## src/rtl/quota_stream.sv

```systemverilog
// ============================================================================
// quota_stream
// ----------------------------------------------------------------------------
// Converts a vector of CH signed QUANT-bit samples into CH parallel
// stochastic bitstreams of BITSTREAM beats each. Every channel emits exactly
// s ones over the T beats, where s is the sample rescaled to 0..T:
//
//     s = ((q + 2^(Q-1)) * T + 2^(Q-1)) >> Q
//
// Two emission orders are supported, selected per vector by in_mode_i:
//   0 = thermometer : beat k carries a one while k < s (ones first).
//   1 = spread      : an error accumulator spreads the ones evenly over the
//                     stream (first-order sigma-delta with threshold T).
//
// The block is a two-state machine. In IDLE it accepts one vector and
// latches its quotas and mode. In STREAM it presents one beat per cycle and
// advances on each out_valid_o/out_ready_i handshake. The last beat is
// flagged with out_last_o. Its handshake returns the block to IDLE, and a
// new vector can be accepted no earlier than the following cycle.
//
// Ports
//   clk          : single clock, all state updates on the rising edge
//   rst_n        : asynchronous active-low reset
//   in_valid_i   : input vector valid
//   in_ready_o   : block can accept a vector (IDLE only)
//   in_data_i    : CH two's-complement samples, channel c at [c*QUANT +: QUANT]
//   in_mode_i    : 0 = thermometer, 1 = spread; sampled with in_data_i
//   out_valid_o  : beat valid (STREAM only)
//   out_ready_i  : consumer accepts the current beat
//   out_bits_o   : one stochastic bit per channel for the current beat
//   out_last_o   : current beat is beat T-1
//   out_quota_o  : latched quota per channel, channel c at [c*QW +: QW]
//
// All outputs come straight from flops.
// ============================================================================
module quota_stream #(
    parameter  int BITSTREAM = 64,
    parameter  int QUANT     = 8,
    parameter  int CH        = 4,
    localparam int QW        = $clog2(BITSTREAM + 1),
    localparam int CW        = $clog2(BITSTREAM)
) (
    input  logic                clk,
    input  logic                rst_n,
    input  logic                in_valid_i,
    output logic                in_ready_o,
    input  logic [CH*QUANT-1:0] in_data_i,
    input  logic                in_mode_i,
    output logic                out_valid_o,
    input  logic                out_ready_i,
    output logic [CH-1:0]       out_bits_o,
    output logic                out_last_o,
    output logic [CH*QW-1:0]    out_quota_o
);

    // ------------------------------------------------------------------------
    // Local widths and constants
    // ------------------------------------------------------------------------
    // Accumulator width: acc + s stays below 2*T, which needs one bit more
    // than a quota.
    localparam int AW = QW + 1;
    // Quota product width: the offset sample is QUANT bits and T fits in QW
    // bits. One extra bit absorbs the rounding term, so nothing truncates.
    localparam int PW = QUANT + QW + 1;

    localparam logic [AW-1:0] T_A    = AW'(BITSTREAM);
    localparam logic [CW-1:0] LAST_K = CW'(BITSTREAM - 1);
    localparam logic [CW-1:0] K_ZERO = {CW{1'b0}};
    localparam logic [CW-1:0] K_ONE  = CW'(1'b1);

    localparam logic [0:0] S_IDLE   = 1'b0;
    localparam logic [0:0] S_STREAM = 1'b1;

    // ------------------------------------------------------------------------
    // Helper functions
    // ------------------------------------------------------------------------

    // Rescale one signed sample to a quota in 0..T with round-half-up.
    // Flipping the sign bit is the same as adding 2^(Q-1), which gives an
    // unsigned offset in 0..2^Q-1.
    function automatic logic [QW-1:0] calc_quota(input logic [QUANT-1:0] q);
        logic [PW-1:0] off;
        logic [PW-1:0] prod;
        off  = PW'({~q[QUANT-1], q[QUANT-2:0]});
        prod = off * PW'(BITSTREAM) + (PW'(1'b1) << (QUANT - 1));
        return prod[QUANT +: QW];
    endfunction

    // Bit emitted for one channel at beat k, given the latched quota and the
    // current spread accumulator.
    function automatic logic beat_bit(input logic          mode,
                                      input logic [CW-1:0] k,
                                      input logic [QW-1:0] s,
                                      input logic [AW-1:0] acc);
        logic [AW-1:0] sum;
        logic          b;
        sum = acc + AW'(s);
        if (mode) begin
            b = (sum >= T_A);
        end else begin
            b = (AW'(k) < AW'(s));
        end
        return b;
    endfunction

    // Spread accumulator after a handshake. T is removed whenever a one was
    // emitted, so the accumulator always stays below T.
    function automatic logic [AW-1:0] acc_step(input logic [QW-1:0] s,
                                               input logic [AW-1:0] acc);
        logic [AW-1:0] sum;
        logic [AW-1:0] nxt;
        sum = acc + AW'(s);
        if (sum >= T_A) begin
            nxt = sum - T_A;
        end else begin
            nxt = sum;
        end
        return nxt;
    endfunction

    // ------------------------------------------------------------------------
    // State
    // ------------------------------------------------------------------------
    logic [0:0]       state_q, state_d;
    logic [CW-1:0]    k_q,     k_d;
    logic             mode_q,  mode_d;
    logic [CH*QW-1:0] quota_q, quota_d;
    logic [CH*AW-1:0] acc_q,   acc_d;

    // Output registers
    logic             ready_q, ready_d;
    logic             valid_q, valid_d;
    logic [CH-1:0]    bits_q,  bits_d;
    logic             last_q,  last_d;

    // Handshake qualifiers
    logic accept_s;
    logic beat_hs_s;
    logic last_beat_s;

    // Decode the input and output handshakes of the current cycle.
    always_comb begin
        accept_s    = (state_q == S_IDLE)   && ready_q && in_valid_i;
        beat_hs_s   = (state_q == S_STREAM) && valid_q && out_ready_i;
        last_beat_s = beat_hs_s && (k_q == LAST_K);
    end

    // Next-state logic for the FSM, beat counter, mode, quotas and accumulators.
    always_comb begin
        state_d = state_q;
        k_d     = k_q;
        mode_d  = mode_q;
        quota_d = quota_q;
        acc_d   = acc_q;
        case (state_q)
            S_IDLE: begin
                if (accept_s) begin
                    state_d = S_STREAM;
                    k_d     = K_ZERO;
                    mode_d  = in_mode_i;
                    acc_d   = {(CH*AW){1'b0}};
                    for (int c = 0; c < CH; c++) begin
                        quota_d[c*QW +: QW] = calc_quota(in_data_i[c*QUANT +: QUANT]);
                    end
                end else begin
                    state_d = S_IDLE;
                end
            end
            S_STREAM: begin
                if (last_beat_s) begin
                    // Final beat taken: clear the per-vector state and
                    // return to IDLE. The quotas stay visible.
                    state_d = S_IDLE;
                    k_d     = K_ZERO;
                    acc_d   = {(CH*AW){1'b0}};
                end else if (beat_hs_s) begin
                    k_d = k_q + K_ONE;
                    for (int c = 0; c < CH; c++) begin
                        if (mode_q) begin
                            acc_d[c*AW +: AW] = acc_step(quota_q[c*QW +: QW],
                                                         acc_q[c*AW +: AW]);
                        end else begin
                            acc_d[c*AW +: AW] = acc_q[c*AW +: AW];
                        end
                    end
                end else begin
                    // Stalled: everything holds.
                    state_d = S_STREAM;
                end
            end
            default: begin
                state_d = S_IDLE;
                k_d     = K_ZERO;
                acc_d   = {(CH*AW){1'b0}};
            end
        endcase
    end

    // Next values of the registered outputs, derived from the next state so
    // that each beat appears in the same cycle its state becomes current.
    always_comb begin
        ready_d = (state_d == S_IDLE);
        valid_d = (state_d == S_STREAM);
        last_d  = (state_d == S_STREAM) && (k_d == LAST_K);
        bits_d  = {CH{1'b0}};
        for (int c = 0; c < CH; c++) begin
            if (state_d == S_STREAM) begin
                bits_d[c] = beat_bit(mode_d, k_d, quota_d[c*QW +: QW],
                                     acc_d[c*AW +: AW]);
            end else begin
                bits_d[c] = 1'b0;
            end
        end
    end

    // State and output registers, cleared asynchronously by rst_n.
    // ready_q is cleared by reset and rises on the first edge afterwards.
    always_ff @(posedge clk or negedge rst_n) begin
        if (!rst_n) begin
            state_q <= S_IDLE;
            k_q     <= K_ZERO;
            mode_q  <= 1'b0;
            quota_q <= {(CH*QW){1'b0}};
            acc_q   <= {(CH*AW){1'b0}};
            ready_q <= 1'b0;
            valid_q <= 1'b0;
            bits_q  <= {CH{1'b0}};
            last_q  <= 1'b0;
        end else begin
            state_q <= state_d;
            k_q     <= k_d;
            mode_q  <= mode_d;
            quota_q <= quota_d;
            acc_q   <= acc_d;
            ready_q <= ready_d;
            valid_q <= valid_d;
            bits_q  <= bits_d;
            last_q  <= last_d;
        end
    end

    // ------------------------------------------------------------------------
    // Outputs
    // ------------------------------------------------------------------------
    assign in_ready_o  = ready_q;
    assign out_valid_o = valid_q;
    assign out_bits_o  = bits_q;
    assign out_last_o  = last_q;
    assign out_quota_o = quota_q;

endmodule

```

## config.mk

```make
export PLATFORM = sky130hd
export DESIGN_NAME = quota_stream
export DESIGN_NICKNAME = d
export VERILOG_FILES = /design/src/rtl/quota_stream.sv
export SDC_FILE = /design/constraint.sdc
export NUM_CORES = 1
export LEC_CHECK = 0
export BUFFER_PORTS_ARGS = -buffer_cell sky130_fd_sc_hd__clkbuf_2
export CAP_MARGIN = 20
export CORE_ASPECT_RATIO = 0.8
export CORE_UTILIZATION = 55
export DETAILED_ROUTE_END_ITERATION = 6
export PLACE_DENSITY = 0.76
export RECOVER_POWER = 25
export SLEW_MARGIN = 20
export SYNTH_ARGS = -nofsm -noshare
export SYNTH_HDL_FRONTEND = slang
export SYNTH_SLANG_ARGS = --single-unit
```

## constraint.sdc

```tcl
create_clock -name clk -period 4.7 [get_ports clk]
set_clock_uncertainty 0.05 [all_clocks]
set_input_delay 0.235 -clock clk [delete_from_list [all_inputs] [get_ports clk]]
set_output_delay 0.235 -clock clk [all_outputs]
set_load 0.02 [all_outputs]
```

==> summary.md <==
| Metric | Value |
|---|---|
| Syn Std Cell Area | roughly 6000 um^2 |
| Max Slew Vio Count | 75 |
| Die ar. | ~11000 um^2 |
| Core Footprint | ~10000 um^2 |
| Unique masters post-synth | 66 |
| Complex-gate fraction of the synthesized area | about a fifth |
| Total power | about 4.5 mW |
| Antenna violations before repair | 0 |
| Worst-path clk slew | about 60 ps |
| Pleak | 3.47 nW |
| CP arrival | between 4000 and 5000 ps |
| Proportion of layout cells with a drive suffix above 1 | roughly 16% |
| Mux cell area share after synthesis | approximately 2.1% |
| Seq pwr share | between 20% and 30% |
| Htree depth | 3 |
| Starting Density | between 50% and 60% |
| First-pass GRT wire length | ~25000 um |
| Final Cycle Share | around 95% |
| Rows | 33 |
| Slowest CP cell | or4b_4 |
| Clock share of power | 13.5% |
| Ys flop type | dfrtp_1 |
| Power density over cell area | ~660 nW/um^2 |
| Hold Buf Count CTS | 0 |
| Crit path max-delay family | compound AO/OA/AOI/OAI gates |
| Synth Area in Simple Gates | 15.5% |
| Pin count of the biggest net entering global routing | 75 |
| Worst-Skew Late Latency | between 300 and 400 ps |
| Sink Count | 74 |
| Switch share | a little under half |
| Critical path's largest stage delay | 480 ps |
| Antenna fix cells | 0 |
| #FFs+latches synth | 74 |
| Worst path cell trace | ha_1, a21oi_1, nand2_1, a21o_1, a21oi_2, xnor2_2, ha_1, or4b_4, nor4_4, nor2_1, xor2_1, o21ai_0, ha_1, o21ai_0, a21oi_2, or2b_2, a221oi_4, a2111oi_4 |
| DRT iter0 DRCs | slightly below 300 |
| DR vias/cell | between 6 and 7 |
| First drt pass iteration count | 5 |
| GRT Total Usage | roughly 28% |
| Maximum clock rate | approximately 220 MHz |
| Post-synth ARST share | 100% |
| IO Pins | 72 |
| Drt total wl | around 15000 um |
| Seq/Total Area, Yosys | between 30% and 40% |
| Core utilization of the finished layout | approximately two thirds |
| Sw Pwr | around 2.1 mW |
| Vias | roughly 5300 |
| Slew Limit Headroom | -171% |
| Max Cap Viol | 1 |
| Die span in x | 119 um |
| IO buf count | between 60 and 70 |
| CTS Buffer Depth | 2 |
| Status | finished with violations |
| Fin. Hold Viols | 0 |
| CP Max Fanout | 5 |
| Synthesis Warnings | 0 |
| Worst setup path class | flip-flop to flip-flop |
| Post-Synth Adder-Cell Area | a little over a fifth |
| Gr ovfl total | 0 |
| Setup crit end kind | flip-flop |
| Fin crit period | approximately 4500 ps |
| Die height | around 96 um |
| Most frequent CP cell | ha_1 |
| CP bufs+invs | 0 |
| Final setup fails | 0 |
| # DRC | 0 |
| Syn nets | between 700 and 800 |
| Pint | roughly 2.4 mW |
| Area grow syn2layout | 13.1% |
| Clk root buf | clkbuf_16 |
| Number of synthesized flops with an enable pin | 0 |
| Failing checks | capacitance limit, slew limit |
| Antenna viol nets, final | 0 |
| Post-Synthesis Cells | about 650 |
| Avg Cell Area, Syn | around 9.3 um^2 |
| Vias in the first global route | approximately 5200 |
| Routability cong. | 0.909 |
| Layout net count | ~850 |
| HPWL after DPL | about 11000 um |
| Peak supply drop | roughly 0.37 mV |
| Wirelength per Cell | between 15 and 20 um |
| Largest family of logic cells by synthesized area | adder cells |
| Startpoint types | flip-flop |
| Post-Synth XOR/XNOR Area | approximately 6.7% |
| Comb pwr share | roughly 63% |
| Slew @ Worst Pin | slightly above 4000 ps |
| TritonCTS clock tree | done |
| Tightest Hold Check Type | input port to flip-flop |
| CTS Buf Count | 9 |
| Critical Path RT | between 4000 and 5000 ps |
metal layers:
metal	global-route usage, %	share of wire [%]	vias to the layer above
met2	46.6	46	200
li1	-	-	2511
met1	37.6	46	2529
met3	6.46	6.8	22
met5	0	0	-
met4	7.81	1.1	0
power by group through the flow:
| stage | Sequential (mW) | Combinational [mW] | Clock, mW |
|---|---|---|---|
| 6_report | 1.06 | 2.87 | 0.612 |
| 5_1_grt | 1.08 | 3.19 | 0.640 |
| 4_1_cts | 1.05 | 2.81 | 0.617 |
| 3_5_place_dp | 1.06 | 2.77 | 0 |
| 3_3_place_gp | 1.05 | 2.62 | 0 |
| 2_1_floorplan | 1.13 | 1.99 | 0 |
Yosys cell counts (8+ instances only):
library cell	instances	area, um^2
a211oi_1	10	75.1
a21o_1	14	105
a21oi_1	35	175
a22o_1	26	228
dfrtp_1	74	1850
fa_1	8	160
ha_1	89	1110
inv_1	46	173
mux2_2	8	90.1
nand2_1	61	229
nand3_1	33	165
nor2_1	29	109
nor3_1	11	55.1
o21ai_0	44	220
xnor2_1	20	175
xor2_1	26	228
worst paths after layout:
check | depth (start not counted) | start | end | slack [ps]
worst max-delay path | 18 | out_quota_o[3] | out_bits_o[0] | 230
worst max register to register | 18 | out_quota_o[3] | out_bits_o[0] | 230
worst min register to register | 1 | acc_q[18] | acc_q[18] | 490
max in group asynchronous | 1 | rst_n | out_quota_o[5] | 1050
min in group asynchronous | 1 | rst_n | out_quota_o[10] | 1260
worst min-delay path | 2 | in_data_i[31] | out_quota_o[27] | 190
worst reg2reg max path: cells and delay by family (launching register included):
family,cells,cell delay (ps)
compound gates,8,1420
simple gates,5,1280
fa+ha+maj,3,910
flops,1,400
xor+xnor,2,290
cell type report:
cell class	count	area [um^2]
flip-flops and latches	74	1850
well taps	140	175
multi-input cells	514	4010
clock inverters	1	5.00
fillers	810	3620
inverters	47	176
clock buffers	11	243
repair buffers	72	372
placed cells by master (no fill, tap or decap), drive strengths merged, types with 3 or more instances in the layout:
cell,count
a2111o,3
a21o,14
o22ai,3
nand3,33
xor2,26
buf,5
o21ai,44
and3,3
o21a,4
o41ai,6
or4b,3
xnor2,20
or3,7
a211oi,10
a31o,4
nor3b,4
a21oi,35
fa,8
a31oi,7
nand4,7
ha,89
nor2b,7
nor3,11
nand2,61
dfrtp,74
nor2,29
mux2,9
a22o,27
clkbuf,78
or2,3
inv,46
nand2b,3
sequential cells by signal, indices dropped and copies added (netlist names):
register / cells
acc_q: 32
out_last_o: 1
out_bits_o: 4
k_q: 6
out_valid_o: 1
in_ready_o: 1
out_quota_o: 28
mode_q: 1
through the flow:
stage	cells	instance area (um^2)	hold WS, ps	setup slack (ps)	TNS [ps]
after detailed placement	846	6540	397	19.9	0
final	859	6830	190	227	0
after floorplan	646	6040	-111	270	0
after CTS	858	6800	41.2	2.30	0
after global routing	859	6830	181	-15.5	-15.5
after global placement	846	6540	392	175	0
kinds of logic (layout without fill, tap and decap cells):
logic type,after synthesis,in the layout
AO/OA/AOI/OAI,175,175
XOR/XNOR,46,46
adder cells (fa/ha/maj),97,97
buffers and inverters,58,131
flip-flops,74,74
multiplexers,11,11
AND/OR/NAND/NOR,185,185
repair_timing:
action                     in CTS  in global routing
gates resized for setup         1                  8
setup endpoints to repair       1                  1
pin swaps                       0                  2
setup buffers                   0                  1
Power figures use the tool's default switching activity.
